## src/rtl/rv32i_types.sv

```systemverilog
// Shared RV32I pipeline types: register index and hazard sequencer state.
package rv32i_types;

    // Architectural register index (x0..x31)
    typedef logic [4:0] rv32i_reg;

    // Hazard sequencer: running freely, or holding for outstanding cache responses
    typedef enum logic {
        RUN      = 1'b0,
        MEM_WAIT = 1'b1
    } hazard_state_t;

    // Width of the performance counters
    localparam int unsigned PERF_CNT_W = 32;

    // True when a producer register matches a consumer operand that is really read.
    // x0 never creates a dependency because it is hard-wired to zero.
    function automatic logic reg_dep(input rv32i_reg prod, input rv32i_reg cons, input logic used);
        return used && (prod != 5'd0) && (prod == cons);
    endfunction

endpackage

```

## src/rtl/load_use_detect.sv

```systemverilog
// Load-use hazard detector: the load in EX writes a register that the
// instruction in ID reads, so forwarding cannot supply the value in time.
module load_use_detect
    import rv32i_types::*;
(
    input  logic     id_ex_mem_read,
    input  rv32i_reg id_ex_rd,
    input  rv32i_reg if_id_rs1,
    input  rv32i_reg if_id_rs2,
    input  logic     if_id_uses_rs1,
    input  logic     if_id_uses_rs2,
    output logic     hazard
);

    logic w_dep_rs1;
    logic w_dep_rs2;

    assign w_dep_rs1 = reg_dep(id_ex_rd, if_id_rs1, if_id_uses_rs1);
    assign w_dep_rs2 = reg_dep(id_ex_rd, if_id_rs2, if_id_uses_rs2);

    // Only a load creates the hazard; ALU results are forwarded from EX/MEM
    assign hazard = id_ex_mem_read && (w_dep_rs1 || w_dep_rs2);

endmodule

```

## src/rtl/pipeline_ctrl.sv

```systemverilog
// Hazard/stall sequencer for the 5-stage pipeline. Freezes on cache misses,
// inserts a one-cycle bubble on load-use, flushes wrong-path work on taken
// branches, and counts stall cycles and flushes.
module pipeline_ctrl
    import rv32i_types::*;
(
    input  logic        clk,
    input  logic        rst,
    input  logic        id_ex_mem_read,
    input  rv32i_reg    id_ex_rd,
    input  rv32i_reg    if_id_rs1,
    input  rv32i_reg    if_id_rs2,
    input  logic        if_id_uses_rs1,
    input  logic        if_id_uses_rs2,
    input  logic        br_taken,
    input  logic        imem_req,
    input  logic        dmem_req,
    input  logic        imem_resp,
    input  logic        dmem_resp,
    output logic        imem_req_gated,
    output logic        dmem_req_gated,
    output logic        pc_load,
    output logic        if_id_load,
    output logic        id_ex_load,
    output logic        ex_mem_load,
    output logic        mem_wb_load,
    output logic        if_id_flush,
    output logic        id_ex_flush,
    output logic [31:0] stall_cycles,
    output logic [31:0] flush_count
);

    hazard_state_t         r_state;
    logic                  r_i_done;
    logic                  r_d_done;
    logic [PERF_CNT_W-1:0] r_stall_cycles;
    logic [PERF_CNT_W-1:0] r_flush_count;

    logic w_hazard;
    logic w_i_ok;
    logic w_d_ok;
    logic w_freeze;
    logic w_do_flush;
    logic w_do_bubble;

    load_use_detect u_load_use_detect (
        .id_ex_mem_read (id_ex_mem_read),
        .id_ex_rd       (id_ex_rd),
        .if_id_rs1      (if_id_rs1),
        .if_id_rs2      (if_id_rs2),
        .if_id_uses_rs1 (if_id_uses_rs1),
        .if_id_uses_rs2 (if_id_uses_rs2),
        .hazard         (w_hazard)
    );

    // A side is satisfied if it has nothing pending, completes now, or completed earlier in this wait
    assign w_i_ok      = !imem_req || imem_resp || r_i_done;
    assign w_d_ok      = !dmem_req || dmem_resp || r_d_done;
    assign w_freeze    = !(w_i_ok && w_d_ok);
    // A branch held in EX across a freeze is only acted on once the pipeline moves
    assign w_do_flush  = !w_freeze && br_taken;
    assign w_do_bubble = !w_freeze && !br_taken && w_hazard;

    // Sequencer FSM and per-side completion latches
    always_ff @(posedge clk or posedge rst) begin
        if (rst) begin
            r_state  <= RUN;
            r_i_done <= 1'b0;
            r_d_done <= 1'b0;
        end else begin
            case (r_state)
                RUN: begin
                    if (w_freeze) begin
                        r_state  <= MEM_WAIT;
                        r_i_done <= imem_resp;
                        r_d_done <= dmem_resp;
                    end
                end
                MEM_WAIT: begin
                    if (!w_freeze) begin
                        r_state  <= RUN;
                        r_i_done <= 1'b0;
                        r_d_done <= 1'b0;
                    end else begin
                        if (imem_resp) r_i_done <= 1'b1;
                        if (dmem_resp) r_d_done <= 1'b1;
                    end
                end
                default: begin
                    r_state  <= RUN;
                    r_i_done <= 1'b0;
                    r_d_done <= 1'b0;
                end
            endcase
        end
    end

    // Performance counters; both wrap naturally at 2^32
    always_ff @(posedge clk or posedge rst) begin
        if (rst) begin
            r_stall_cycles <= '0;
            r_flush_count  <= '0;
        end else begin
            if (w_freeze || w_do_bubble) r_stall_cycles <= r_stall_cycles + 1'b1;
            if (w_do_flush)              r_flush_count  <= r_flush_count + 1'b1;
        end
    end

    // Enable/flush muxing: freeze > branch flush > load-use bubble > normal advance
    always_comb begin
        imem_req_gated = 1'b0;
        dmem_req_gated = 1'b0;
        pc_load        = 1'b0;
        if_id_load     = 1'b0;
        id_ex_load     = 1'b0;
        ex_mem_load    = 1'b0;
        mem_wb_load    = 1'b0;
        if_id_flush    = 1'b0;
        id_ex_flush    = 1'b0;
        if (!rst) begin
            // Completed requests are not re-issued while the other side is still waiting
            imem_req_gated = imem_req && !r_i_done;
            dmem_req_gated = dmem_req && !r_d_done;
            if (w_freeze) begin
                // everything holds
            end else if (w_do_flush) begin
                pc_load     = 1'b1;
                if_id_load  = 1'b1;
                id_ex_load  = 1'b1;
                ex_mem_load = 1'b1;
                mem_wb_load = 1'b1;
                if_id_flush = 1'b1;
                id_ex_flush = 1'b1;
            end else if (w_do_bubble) begin
                // Hold PC and IF/ID, push a bubble into EX, let older work drain
                id_ex_load  = 1'b1;
                id_ex_flush = 1'b1;
                ex_mem_load = 1'b1;
                mem_wb_load = 1'b1;
            end else begin
                pc_load     = 1'b1;
                if_id_load  = 1'b1;
                id_ex_load  = 1'b1;
                ex_mem_load = 1'b1;
                mem_wb_load = 1'b1;
            end
        end
    end

    assign stall_cycles = r_stall_cycles;
    assign flush_count  = r_flush_count;

endmodule

```

## config.mk

```make
export PLATFORM = sky130hd
export DESIGN_NAME = pipeline_ctrl
export DESIGN_NICKNAME = d
export VERILOG_FILES = /design/src/rtl/rv32i_types.sv /design/src/rtl/load_use_detect.sv /design/src/rtl/pipeline_ctrl.sv
export SDC_FILE = /design/constraint.sdc
export NUM_CORES = 1
export LEC_CHECK = 0
export BUFFER_PORTS_ARGS = -buffer_cell sky130_fd_sc_hd__buf_2
export CAP_MARGIN = 20
export CELL_PAD_IN_SITES_DETAIL_PLACEMENT = 1
export CELL_PAD_IN_SITES_GLOBAL_PLACEMENT = 1
export CORE_MARGIN = 10
export CORE_UTILIZATION = 35
export CTS_CLUSTER_SIZE = 40
export DETAILED_ROUTE_END_ITERATION = 16
export GPL_TIMING_DRIVEN = 1
export HOLD_SLACK_MARGIN = 0.15
export PLACE_DENSITY_LB_ADDON = 0.1
export SYNTH_ARGS = -nofsm -noshare
export SYNTH_HDL_FRONTEND = slang
export SYNTH_SLANG_ARGS = --single-unit
export TNS_END_PERCENT = 30
```

## constraint.sdc

```tcl
create_clock -name clk -period 2 [get_ports clk]
set_clock_uncertainty 0.05 [all_clocks]
set_input_delay 0.1 -clock clk [delete_from_list [all_inputs] [get_ports clk]]
set_output_delay 0.1 -clock clk [all_outputs]
set_load 0.1 [all_outputs]
```

==> results.sh <==
export IMPL_status="finished, final reports clean"
export IMPL_r2r_start="r_i_done"
export IMPL_synth_cells=305
export IMPL_reg2reg_slack_ns=0.09
export IMPL_synthesis_area_um2=3259
export IMPL_ys_flop_type="dfrtp_1"
export IMPL_min_from="imem_req"
export IMPL_instances_no_fill=555
export IMPL_synth_top_cell_area_share=0.5144
export IMPL_cp_start_kind="flip-flop"
export IMPL_clock_sinks=67
export IMPL_syn_nets=332
export IMPL_post_place_ws_ns=-0.01492
export IMPL_rows=35
export IMPL_grt_pass1_vias=3009
export IMPL_grt_max_degree=36
export IMPL_diodes=0
export IMPL_fill_cells=1040
export IMPL_routedWlPerCell_um=16.29
export IMPL_slew_viol_final=0
export IMPL_drt_iter0_drc=63
export IMPL_place_port_buffers=97
export IMPL_num_vias=2744
export IMPL_worstHoldPathType="input pin to flip-flop"
export IMPL_via_per_inst=4.944
export IMPL_yosysMostFrequentCell="dfrtp_1"
export IMPL_finalCriticalPeriod_ns=1.911
export IMPL_dpl_hpwl_mm=6.763
export IMPL_numCtsBuffers=9
export IMPL_gp_congestion=0.7868
export IMPL_yosysSeqAreaShare=0.5144
export IMPL_crit_fanout=11
export IMPL_synth_edf_count=0
export IMPL_core_um2=9153
export IMPL_cp_required_ns=2.22
export IMPL_yosysTopAreaCell="dfrtp_1"
export IMPL_drive_gt1_frac=0.4775
export IMPL_max_slew_margin=0.6620
export IMPL_area_growth_pct=39.31
export IMPL_grt_total_usage=0.1370
export IMPL_nets=466
export IMPL_grt_overflow_total=0
export IMPL_finalSetupViolations=0
export IMPL_setup_ws_ns=0.08934
export IMPL_hold_viol_final=0
export IMPL_reg2reg_depth=7
export IMPL_fin_crit_sh=0.9553
export IMPL_wl_mm=9.040
export IMPL_rsz0062_at_grt="yes"
export IMPL_drv_cap=0
export IMPL_io_pins=98
export IMPL_clk_pin_slew_ns=0.08
export IMPL_min_to="r_d_done"
export IMPL_drc=0
export IMPL_ant_nets=0
export IMPL_power_mw=5.312
export IMPL_synth_commonest_cells="dfrtp_1, xnor2_1, xor2_1"
export IMPL_place_inst=528
export IMPL_die_w_um=116.5
export IMPL_dr_pass1_iters=4
export IMPL_cts_tree="built"
export IMPL_irDropWorstVdd_v=0.001086
export IMPL_crit_path_end_kind="flip-flop"
export IMPL_cts_path_max_buffers=2
export IMPL_power_density_nw_per_um2=1170
export IMPL_synthArstFlopShare=1.000
export IMPL_p_leak_nw=2.159
export IMPL_reg2reg_to="stall_cycles[15]"
export IMPL_clk_insertion_delay_late_ns=0.35
export IMPL_fmax_ghz=0.5234
export IMPL_die_h_um=116.5
export IMPL_ys_types=39
export IMPL_grt_first_pass_wirelength_mm=14.92
export IMPL_antenna_found_initial=0
export IMPL_die_area_um2=13570
export IMPL_htreeDepth=3
export IMPL_whs_path_depth=4
export IMPL_syn_area_per_cell_um2=10.69
export IMPL_ys_warnings_count=0
export IMPL_cp_arrival_ns=2.13
export IMPL_ys_seq_elements=67
export IMPL_root_buffer="clkbuf_8"
export IMPL_criticalPathCategory="flip-flop to flip-flop"
export IMPL_ys_top_cells_by_area="dfrtp_1, xnor2_1, xor2_1"
export IMPL_start_util=0.3561
export IMPL_tightest_slew_ns=0.5104
[timing repair]
| action | 4_1_cts | 5_1_grt |
|---|---|---|
| hold buffers | 4 | 0 |
| pin swaps | 0 | 2 |
| resized for setup | 1 | 7 |
| endpoints found under the hold margin | 70 | 0 |
| endpoints found under the setup margin | 1 | 22 |
| setup buffers | 0 | 6 |
| gates cloned | 0 | 1 |
[placed cells by master (no fill, tap or decap), types with 5 or more instances in the layout]
| master | n |
|---|---|
| nor3_1 | 8 |
| nand2_1 | 26 |
| xnor2_1 | 41 |
| inv_1 | 5 |
| nand3_1 | 17 |
| buf_2 | 96 |
| nor2_1 | 17 |
| dfrtp_2 | 35 |
| clkbuf_8 | 10 |
| and3_1 | 7 |
| nand4_1 | 17 |
| dfrtp_1 | 32 |
| and4_1 | 6 |
| buf_4 | 30 |
| xor2_1 | 32 |
[worst max-delay path, cell delays in order (launching register included)]
cell     delay [ns]
dfrtp_1        0.40
or3b_1         0.41
nand2_2        0.10
a41oi_2        0.08
buf_12         0.22
buf_4          0.19
nor3_1         0.23
xor2_1         0.17
[registers in the layout, indices dropped and copies added (netlist names)]
register and flops:
flush_count 32, r_d_done 1, r_i_done 1, r_state 1, stall_cycles 32
[where the power goes]
part	internal, mW	switching, mW	total, mW
logic	0.465	1.77	2.23
registers	1.56	0.189	1.75
clock network	0.752	0.576	1.33
total	2.78	2.53	5.31
[how the worst max path moves through the flow]
stage | start | endpoint | slack, ns | cells past startpoint
after floorplan | r_i_done | imem_req_gated | -0.75 | 1
after detailed placement | r_d_done | stall_cycles[8] | -0.01 | 7
final | r_i_done | stall_cycles[15] | 0.09 | 7
after global routing | stall_cycles[7] | stall_cycles[29] | -0.02 | 6
after CTS | r_d_done | pc_load | 0.01 | 5
after global placement | r_d_done | stall_cycles[8] | 0.07 | 7
[per-layer routing]
layer	GRT usage	share of wire	vias up
met1	0.1662	0.44	1354
met3	0.05752	0.090	7
met2	0.2161	0.46	72
li1	-	-	1311
met5	0	0	-
met4	0.04254	0.0092	0
[cell type report]
class                   instances  area [µm²]  share of cell area
repair buffers                133       810.8              0.1786
clock buffers                  10       137.6             0.03031
well taps                     111       138.9             0.03059
inverters                       6       22.52            0.004960
multi-input cells             222        1615              0.3557
clock inverters                 6       95.09             0.02094
flip-flops and latches         67        1720              0.3789
[logic make-up (layout without fill, tap and decap cells)]
| family | after synthesis | after routing | synth area share |
|---|---|---|---|
| adders and majority gates | 2 | 2 | 0.007676 |
| and+or+nand+nor | 139 | 139 | 0.2395 |
| DFF | 67 | 67 | 0.5144 |
| buffers and inverters | 16 | 155 | 0.02380 |
| AOI/OAI and AO/OA | 6 | 6 | 0.01152 |
| xor gates and xnor gates | 73 | 73 | 0.1962 |
| muxes | 2 | 2 | 0.006909 |
[per-stage QoR]
stage / setup TNS, ns / utilization / hold slack [ns] / instance area [µm²]
2_1_floorplan: -6.981 / - / 0.1952 / 3385
3_3_place_gp: 0 / 0.4550 / 0.2783 / 4164
3_5_place_dp: -0.01492 / 0.4550 / 0.2859 / 4164
4_1_cts: 0 / 0.4853 / 0.2334 / 4442
5_1_grt: -0.02525 / 0.4961 / 0.2561 / 4541
6_report: 0 / 0.4961 / 0.2482 / 4541
Note: power is estimated with default switching activity, not from simulation.
